### src/rtl/poly_horner_seq.sv
`default_nettype none
// =============================================================================
// Module   : poly_horner_seq
// Brief    : Sequential unsigned polynomial evaluator, one Horner step per clock
// Revision : 1.0 - initial release
// =============================================================================
module poly_horner_seq #(
    parameter int X_W   = 2,
    parameter int C_W   = 4,
    parameter int DEG   = 3,
    parameter int OUT_W = 12
) (
    input  logic                     clk,
    input  logic                     rst_n,
    input  logic                     start,
    input  logic [X_W-1:0]           x_in,
    input  logic [(DEG+1)*C_W-1:0]   coef_in,
    output logic                     busy,
    output logic                     finish,
    output logic [OUT_W-1:0]         result_out
);

    localparam int IDX_W = (DEG > 1) ? $clog2(DEG + 1) : 1;

    typedef enum logic [0:0] {
        S_IDLE = 1'b0,
        S_CALC = 1'b1
    } state_t;

    state_t                   state_q,  state_d;
    logic [OUT_W-1:0]         acc_q,    acc_d;
    logic [IDX_W-1:0]         idx_q,    idx_d;
    logic [X_W-1:0]           x_q,      x_d;
    logic [(DEG+1)*C_W-1:0]   coef_q,   coef_d;
    logic [OUT_W-1:0]         result_q, result_d;
    logic                     finish_q, finish_d;

    logic [C_W-1:0]           coef_arr [DEG+1];
    logic [OUT_W-1:0]         mac;

    generate
        for (genvar gi = 0; gi <= DEG; gi++) begin : g_coef
            assign coef_arr[gi] = coef_q[gi*C_W +: C_W];
        end
    endgenerate

    // Product and sum are both truncated to OUT_W, giving modulo-2^OUT_W wrap.
    assign mac = OUT_W'(acc_q * OUT_W'(x_q)) + OUT_W'(coef_arr[idx_q]);

    always_comb begin
        state_d  = state_q;
        acc_d    = acc_q;
        idx_d    = idx_q;
        x_d      = x_q;
        coef_d   = coef_q;
        result_d = result_q;
        finish_d = 1'b0;
        case (state_q)
            S_IDLE: begin
                if (start) begin
                    x_d     = x_in;
                    coef_d  = coef_in;
                    acc_d   = OUT_W'(coef_in[DEG*C_W +: C_W]);
                    idx_d   = IDX_W'(DEG - 1);
                    state_d = S_CALC;
                end
            end
            S_CALC: begin
                acc_d = mac;
                idx_d = idx_q - IDX_W'(1);
                if (idx_q == '0) begin
                    result_d = mac;
                    finish_d = 1'b1;
                    state_d  = S_IDLE;
                end
            end
            default: state_d = S_IDLE;
        endcase
    end

    always_ff @(posedge clk) begin
        if (!rst_n) begin
            state_q  <= S_IDLE;
            acc_q    <= '0;
            idx_q    <= '0;
            x_q      <= '0;
            coef_q   <= '0;
            result_q <= '0;
            finish_q <= 1'b0;
        end else begin
            state_q  <= state_d;
            acc_q    <= acc_d;
            idx_q    <= idx_d;
            x_q      <= x_d;
            coef_q   <= coef_d;
            result_q <= result_d;
            finish_q <= finish_d;
        end
    end

    assign busy       = (state_q == S_CALC);
    assign finish     = finish_q;
    assign result_out = result_q;

endmodule
`default_nettype wire

### config.mk
export PLATFORM = sky130hd
export DESIGN_NAME = poly_horner_seq
export DESIGN_NICKNAME = d
export VERILOG_FILES = /design/src/rtl/poly_horner_seq.sv
export SDC_FILE = /design/constraint.sdc
export NUM_CORES = 1
export LEC_CHECK = 0
export CAP_MARGIN = 40
export CORE_ASPECT_RATIO = 1.2
export CORE_UTILIZATION = 50
export CTS_CLUSTER_DIAMETER = 60
export DETAILED_ROUTE_END_ITERATION = 6
export PLACE_DENSITY = 0.73
export SLEW_MARGIN = 20
export SYNTH_ARGS = -nofsm -noshare
export SYNTH_HDL_FRONTEND = slang
export SYNTH_SLANG_ARGS = --single-unit
### constraint.sdc
create_clock -name clk -period 3.4 [get_ports clk]
set_clock_uncertainty 0.05 [all_clocks]
set_input_delay 0.51 -clock clk [delete_from_list [all_inputs] [get_ports clk]]
set_output_delay 0.51 -clock clk [all_outputs]
set_load 0.1 [all_outputs]
# [Word-level counts from Yosys, hierarchy flattened]
# Cells that the tools add are included.
[word_totals] input_bits=21 ff_bits=46 elab_cells=29
[classes] bitwise_logic=2 n_eq_ne=1 n_mux=11 magnitude_cmp=1 reduce_logical=4 n_addsub=2 mul=1
[ops] operator="$pmux W12 S2" n=1
[ops] operator="$add A12 B4 Y12" n=1
[ops] operator="$mul A12 B2 Y12" n=1
[ops] operator="$mux W12" n=1
[ops] operator="$bmux W4 S2" n=1
[ops] operator="$mux W4" n=2
[ops] operator="$reduce_and A2 Y1" n=3
[ops] operator="$pmux W2 S2" n=1
[ops] operator="$ge A3 B3 Y1 const B" n=1
[ops] operator="$mux W1" n=3
[ops] operator="$not A2 Y3" n=1
[ops] operator="$logic_not A2 Y1" n=1
[ops] operator="$mux W2" n=1
[ops] operator="$ne A2 B2 Y1 const B" n=1
[ops] operator="$pmux W1 S2" n=1
[ops] operator="$sub A2 B1 Y2 const B" n=1
[ops] operator="$not A1 Y1" n=1

# [Logic depth before layout (Yosys ltp)]
# Gate-level depths: netlist of the first run.
[logic_depth] word_depth=6 ltp_mapped=14 ltp_nobuf=13

# [Least setup slack after synthesis of the first run]
# Ideal clock, no wire load.
[synth_path] path_kind="register to register" startpoint="register idx_q[1]" endpoint="register result_q[9] (netlist: result_out[9])" setup_slack_ps=-14 path_stages_with_launch=15 setup_time_ps=65 arrival_ps=3299 period_less_slack_ps=3414 path_cell_list="dfxtp_1 clkbuf_1 mux4_2 inv_1 fa_1 inv_1 ha_1 inv_1 fa_1 nor2b_1 nor3_2 o21ai_2 a31oi_1 or4b_1 nand3_1"
[synth_via] elab_chain_len=5 elab_cells_between_ends=7 cone_classes="add/sub: 1; mux: 3; bitwise: 1; reduce/logical: 2"
[synth_lines] element="start, declared" line_no="32" text="logic [IDX_W-1:0] idx_q, idx_d;"
[synth_lines] element="start signal, assigned" line_no="93" text="idx_q <= idx_d;"
[synth_lines] element="$not A2 Y3 (not written as such)" line_no="48" text="assign mac = OUT_W'(acc_q * OUT_W'(x_q)) + OUT_W'(coef_arr[idx_q]);"
[synth_lines] element="$bmux W4 S2" line_no="48"
[synth_lines] element="$mux W4 (not written as such) (2 in series)" line_no="48"
[synth_lines] element="$add A12 B4 Y12" line_no="48"
[synth_lines] element="end signal, assigned" line_no="96" text="result_q <= result_d;"
[synth_lines] element="end, declared" line_no="35" text="logic [OUT_W-1:0] result_q, result_d;"
# Several ways; a longest one is shown, not always the timed one. The select of a mux whose other input is x is not followed.
# A chain may end at the register's enable or synchronous reset.

# [Worst setup path after layout of the first run]
# Ends and elaborated chain as after synthesis.

==> results of run 1 <==
==> Yosys cell counts (7+ instances only) <==
master,instances,area share
ha_1,19,0.090
nand2_1,59,0.084
nor2b_1,8,0.019
dfxtp_1,46,0.35
clkbuf_1,16,0.023
nand3_1,11,0.021
and2_1,26,0.062
a21boi_0,21,0.060
inv_1,8,0.011
o21ai_0,8,0.015
nor2_1,7,0.0099
==> per-layer routing <==
metal  wire [µm]  global-route usage  vias to the layer above
met4         158              0.0979                        0
met5           0                   0                        -
met1        2460               0.266                     1056
li1            -                   -                     1119
met2        2950               0.407                       45
met3         136              0.0292                       16
==> worst max-delay path, cell delays in order (launching register included) <==
cell and delay, ps:
dfxtp_4 380, mux4_2 480, inv_1 80, fa_1 400, inv_1 70, ha_1 160, inv_1 60, fa_2 360
nor2b_2 160, nor3_2 50, o21ai_2 150, a31oi_1 150, or4b_1 520, nand3_1 80
==> kinds of logic (layout without fill, tap and decap cells) <==
family / after synthesis / after routing / share of synthesized area
simple gates: 133 / 133 / 0.262
compound gates: 54 / 54 / 0.151
flops: 46 / 46 / 0.349
buf+inv: 26 / 72 / 0.0374
fa+ha+maj: 23 / 23 / 0.120
mux: 9 / 9 / 0.0535
xor+xnor: 8 / 8 / 0.0265
==> path summary, 6_finish.rpt <==
check | endpoint | slack (ps)
max | result_out[9]$_SDFFE_PN0P_ | 200
min | coef_q[4]$_SDFFE_PN0P_ | 410
max reg2reg | result_out[9]$_SDFFE_PN0P_ | 200
min reg2reg | coef_q[4]$_SDFFE_PN0P_ | 410
==> registers in the layout, summed over array words and instances, names as in the netlist <==
signal / count
x_q: 2
busy: 1
coef_q: 16
idx_q: 2
result_out: 12
finish: 1
acc_q: 12
==> where the power goes <==
| part | total (W) | internal, W | leakage (nW) | switching, W |
|---|---|---|---|---|
| clock network | 0.000318 | 0.000142 | 0.0383 | 0.000176 |
| logic | 0.000203 | 0.0000898 | 0.988 | 0.000113 |
| registers | 0.000583 | 0.000563 | 0.376 | 0.0000201 |
| total | 0.00110 | 0.000794 | 1.40 | 0.000310 |
==> area by class of cell <==
type	instances	area (µm²)	share of cell area
inverter	8	30.0	0.00899
sequential	46	925	0.277
timing repair buffer	57	608	0.182
multi-input combinational	227	1630	0.487
tap	60	75.1	0.0225
clock buffer	7	76.3	0.0228
==> stage by stage <==
step | worst slack (ps) | hold slack (ps) | std cells | utilization
global route | 38.4 | 443 | 405 | 0.667
floorplan | 112 | 390 | 299 | -
detailed placement | 29.0 | 407 | 398 | 0.650
finish | 195 | 411 | 405 | 0.667
CTS | 11.2 | 418 | 405 | 0.665
global placement | 130 | 399 | 385 | 0.611
==> summary.txt, run 1 <==
Status
  – Status: finished, final reports clean

Placed design
  – Port Buffers: 34
  – Dpl hpwl: about 4.4 mm
  – RePlAce Congestion: 0.826
  – Placed inst area: 3260 µm²

Synth
  – Post-Syn Area per Cell: around 8.8 µm²
  – Ys async rst share: 0
  – Register area share after synthesis: 0.349
  – Syn Std Cell Area: 2640 µm²
  – Syn nets: 343
  – Mapped Cells: between 200 and 300
  – Ys flop type: dfxtp_1
  – Number of synthesized flops with an enable pin: 0
  – YS warnings: 0
  – Seq cells post-synth: 46
  – Synth cell types: 41

Floorplan
  – Initial core utilization: 0.527
  – Rows: 28
  – Core footprint: 5010 µm²
  – Die width: 68.4 µm
  – Ports: 35
  – Die span in y: 81.6 µm
  – Die ar.: 5580 µm²

STA
  – Fin crit share: 0.943
  – Setup violators final: 0
  – Setup TNS Final: 0 ps
  – RSZ-0062 raised after global routing: false
  – Slew Limit Fails: 0
  – Max_slew headroom: 0.617
  – Worst slew pin tran: 574 ps
  – Final hold vios: 0
  – Post-route minimum period: between 3000 and 4000 ps
  – Fmax: 312 MHz

Power and ir drop
  – Leakage: approximately 1.4 nW
  – Pwr dens: 330 nW/µm²
  – Total Power: 0.00110 W
  – VDD IR max: 0.226 mV

Routing
  – DR iter-0 viols: 99
  – Drt pass-1 iters: 4
  – Via/cell ratio: approximately 5.5
  – Drt total wl: between 5 and 6 mm
  – Drt drc: 0
  – Routed WL per cell: 14.1 µm
  – Antenna-violating nets left: 0
  – Vias: 2236

Clock tree
  – H-tree levels: 2
  – Clk slew on worst S/H paths: about 80 ps
  – Post-CTS Hold Fix Bufs: 0
  – Clk buf depth: 2
  – Setup Fix Bufs, Post-CTS: 0
  – Clk_lat worst skew: 300 ps
  – Root Buffer: clkbuf_8
  – Inserted Clock Buffers: 5
  – Sink Count: 46
  – Post_cts resized: 0
  – CTS tree: done

Hold path
  – Hold Path Depth: 2
  – Worst hold path startpoint: coef_q[4]$_SDFFE_PN0P_
  – Hold Crit Class: reg -> reg

Setup path
  – CP startpoint kind: flip-flop
  – CP Class: reg -> reg
  – CP max FO: 4
  – CP required: ~3600 ps
  – Crit path DAT: 3400 ps
  – CP startpoint: idx_q[1]$_SDFFE_PN0P_
  – RR Startpoint: idx_q[1]$_SDFFE_PN0P_
  – Crit path capture type: flip-flop
  – Reg2Reg Depth: 13

Run
  – MaxCap Viol Count: 0

Finish
  – Antenna fix cells: 0
  – Share of layout cells above drive strength 1: 0.125
  – Commonest non-fill, non-tap cell in the layout: nand2_1
  – # fillers: 437
  – Post-route cell area: 3340 µm²
  – Layout overhead on the synthesized area: 26.5%
  – Final #Nets: 389
  – Commonest non-fill, non-tap cells in the layout: nand2_1, dfxtp_1, clkdlybuf4s50_1, and2_1, a21boi_0

GRT
  – Grt total ovfl: 0
  – GRT Total Usage: 0.228
  – Global-route wire length before repair: 9.43 mm
  – Vias in the first global route: 2164
  – Initial antenna violation count: 0
  – Largest net degree at the start of global routing: 27
No activity file was read; power rests on OpenSTA's default activity.
==> run 2, diff against run 1 <==
Settings changed: GPL_TIMING_DRIVEN set to 0.
==> run 2 against run 1 <==
Register-to-register slack worse by 140 ps. Routed wire length grew 6.7%. Die area stayed put. Count of clock-buffer cells in the layout rose by 1. Flip-flop and latch count is the same. Clock power is 23% higher. Worst hold slack gained 1.3 ps. Critical path depth grew 1. Critical path type unchanged. Highest routed layer unchanged.
==> summary.txt, run 2 (synthesized netlist as in run 1, its figures left out) <==
Hold path
  – Hold Path Depth: 2 (unchanged)
  – Hold Crit Class: reg -> reg (unchanged)
  – Worst Hold End: coef_q[14]$_SDFFE_PN0P_ (was coef_q[4]$_SDFFE_PN0P_)
  – Worst hold path startpoint: coef_q[14]$_SDFFE_PN0P_ (was coef_q[4]$_SDFFE_PN0P_)

Setup path
  – End of the worst register-to-register path: result_out[9]$_SDFFE_PN0P_ (unchanged)
  – CP Class: reg -> reg (unchanged)
  – Crit path DAT: 3540 ps (was 3400 ps)
  – FF-to-FF setup slack: 60 ps (was 200 ps)
  – Most used cell, CP: inv_2 (was inv_1)
  – Crit path capture type: flip-flop (unchanged)
  – CP required: 3590 ps (about the same)
  – CP max FO: 6 (was 4)
  – CP peak stage delay: 510 ps (was 520 ps)
  – Reg2Reg Depth: 14 (was 13)
  – CP startpoint kind: flip-flop (unchanged)
  – Critical-path cell with the highest stage delay: or4b_1 (unchanged)
  – Cell chain of the critical path: buf_8, mux4_2, inv_2, fa_1, inv_1, ha_2, inv_2, fa_2, nor2b_4, nor3_2, o21ai_2, a31oi_2, or4b_1, nand3_1 (was mux4_2, inv_1, fa_1, inv_1, ha_1, inv_1, fa_2, nor2b_2, nor3_2, o21ai_2, a31oi_1, or4b_1, nand3_1)
  – RR Startpoint: idx_q[1]$_SDFFE_PN0P_ (unchanged)

STA
  – RSZ-0062 raised after global routing: true (was false)
  – Max_slew headroom: 0.576 (was 0.617)
  – Slew Limit Fails: 0 (unchanged)
  – Final setup margin: 55.9 ps (was 195 ps)
  – Setup violators final: 0 (unchanged)
  – Final hold vios: 0 (unchanged)
  – Hold WS: 413 ps (was 411 ps)
  – Fmax: 299 MHz (was 312 MHz)
  – Fin crit share: 0.984 (was 0.943)
  – Worst slew pin tran: 637 ps (was 574 ps)
  – Setup TNS Final: 0 ps (unchanged)
  – Post-route minimum period: 3340 ps (was 3200 ps)

GRT
  – Grt total ovfl: 0 (unchanged)
  – Largest net degree at the start of global routing: 14 (was 27)
  – Global-route wire length before repair: 10.0 mm (was 9.43 mm)
  – GRT Total Usage: 0.245 (was 0.228)
  – Vias in the first global route: 2192 (was 2164)
  – Initial antenna violation count: 0 (unchanged)

Routing
  – DR iter-0 viols: 93 (was 99)
  – Routed WL per cell: 14.6 µm (was 14.1 µm)
  – Via/cell ratio: 5.45 (was 5.52)
  – Antenna-violating nets left: 0 (unchanged)
  – Vias: 2280 (was 2236)
  – Drt total wl: 6.08 mm (was 5.70 mm)
  – Drt drc: 0 (unchanged)
  – Drt pass-1 iters: 4 (unchanged)

Floorplan
  – Die ar.: 5580 µm² (unchanged)
  – Core footprint: 5010 µm² (unchanged)
  – Ports: 35 (unchanged)
  – Die width: 68.4 µm (unchanged)
  – Initial core utilization: 0.527 (unchanged)
  – Die span in y: 81.6 µm (unchanged)
  – Rows: 28 (unchanged)

Status
  – Status: finished, final reports clean (unchanged)

Clock tree
  – Root Buffer: clkbuf_8 (unchanged)
  – Clk_lat worst skew: 300 ps (about the same)
  – CTS tree: done (unchanged)
  – Inserted Clock Buffers: 5 (unchanged)
  – Sink Count: 46 (unchanged)
  – H-tree levels: 2 (unchanged)
  – Clk slew on worst S/H paths: 90 ps (was 80 ps)
  – Clk buf depth: 2 (unchanged)

Power and ir drop
  – Pwr dens: 343 nW/µm² (was 330 nW/µm²)
  – Total Power: 0.00119 W (was 0.00110 W)
  – VDD IR max: 0.254 mV (was 0.226 mV)
  – Leakage: 1.43 nW (was 1.40 nW)

Finish
  – Most flop-heavy register: coef_q (unchanged)
  – Finished Core Util: 0.690 (was 0.667)
  – Final #Nets: 401 (was 389)
  – Layout overhead on the synthesized area: 30.9% (was 26.5%)
  – Antenna fix cells: 0 (unchanged)
  – Commonest non-fill, non-tap cells in the layout: nand2_1, dfxtp_1, clkdlybuf4s50_1, and2_1, a21boi_0 (unchanged)
  – Max reg flops: 16 (unchanged)
  – Share of layout cells above drive strength 1: 0.134 (was 0.125)
  – Commonest non-fill, non-tap cell in the layout: nand2_1 (unchanged)

Placed design
  – RePlAce Congestion: 0.894 (was 0.826)
  – Port Buffers: 34 (unchanged)
  – Dpl ws: -163 ps (was 29.0 ps)
  – Dpl hpwl: 4.51 mm (was 4.36 mm)

Run
  – MaxCap Viol Count: 0 (unchanged)
## run 2: cell type report
type / instances / area, µm²
multi-input cells: 227 / 1660
repair buffers: 51 / 573
plain buffers: 18 / 82.6
flip-flops and latches: 46 / 922
inverters: 8 / 30.0
clock buffers: 8 / 110
fillers: 446 / 1550
well taps: 60 / 75.1
## run 2: how the worst max path moves through the flow
stage               depth (start not counted)                    endpoint                  start  slack, ps
detailed placement                         14  result_out[9]$_SDFFE_PN0P_  idx_q[1]$_SDFFE_PN0P_       -160
finish                                     14  result_out[9]$_SDFFE_PN0P_  idx_q[1]$_SDFFE_PN0P_         60
floorplan                                  14  result_out[9]$_SDFFE_PN0P_  idx_q[1]$_SDFFE_PN0P_        110
global placement                           14  result_out[9]$_SDFFE_PN0P_  idx_q[1]$_SDFFE_PN0P_       -110
global route                               14  result_out[9]$_SDFFE_PN0P_  idx_q[1]$_SDFFE_PN0P_        -60
CTS                                        14  result_out[9]$_SDFFE_PN0P_  idx_q[1]$_SDFFE_PN0P_         20
## run 2: critical path: cells and delay by family (launching register included)
family	cells	cell delay, ps
AOI/OAI and AO/OA	2	360
and+or+nand+nor	4	770
muxes	1	500
adders and majority gates	3	950
buffers and inverters	4	320
DFF	1	350
## run 2: through the flow
step,instances,cell area (µm²)
floorplan,299,2640
global placement,393,3060
detailed placement,407,3270
CTS,416,3410
global route,418,3460
finish,418,3460
## run 2: report_power, final
group	leakage (nW)	switching, W	total (W)	internal (W)
Clock	0.0575	0.000185	0.000390	0.000206
Sequential	0.375	0.0000167	0.000579	0.000563
Combinational	0.995	0.000124	0.000218	0.0000940
Total	1.43	0.000325	0.00119	0.000862
## run 2: metal layers
layer / track usage / part of all wire / vias to the layer above
li1: - / - / 1149
met5: 0 / 0 / -
met2: 0.431 / 0.53 / 42
met3: 0.0458 / 0.033 / 7
met1: 0.291 / 0.42 / 1082
met4: 0.0854 / 0.010 / 0
## run 2: repair_timing
| item | 4_1_cts | 5_1_grt |
|---|---|---|
| buffers inserted | 1 | 2 |
| setup endpoints to repair | 4 | 7 |
| endpoints found under the hold margin | 0 | 0 |
| gates resized for setup | 6 | 12 |
| pin swaps | 1 | 6 |
| hold buffers | 0 | 0 |
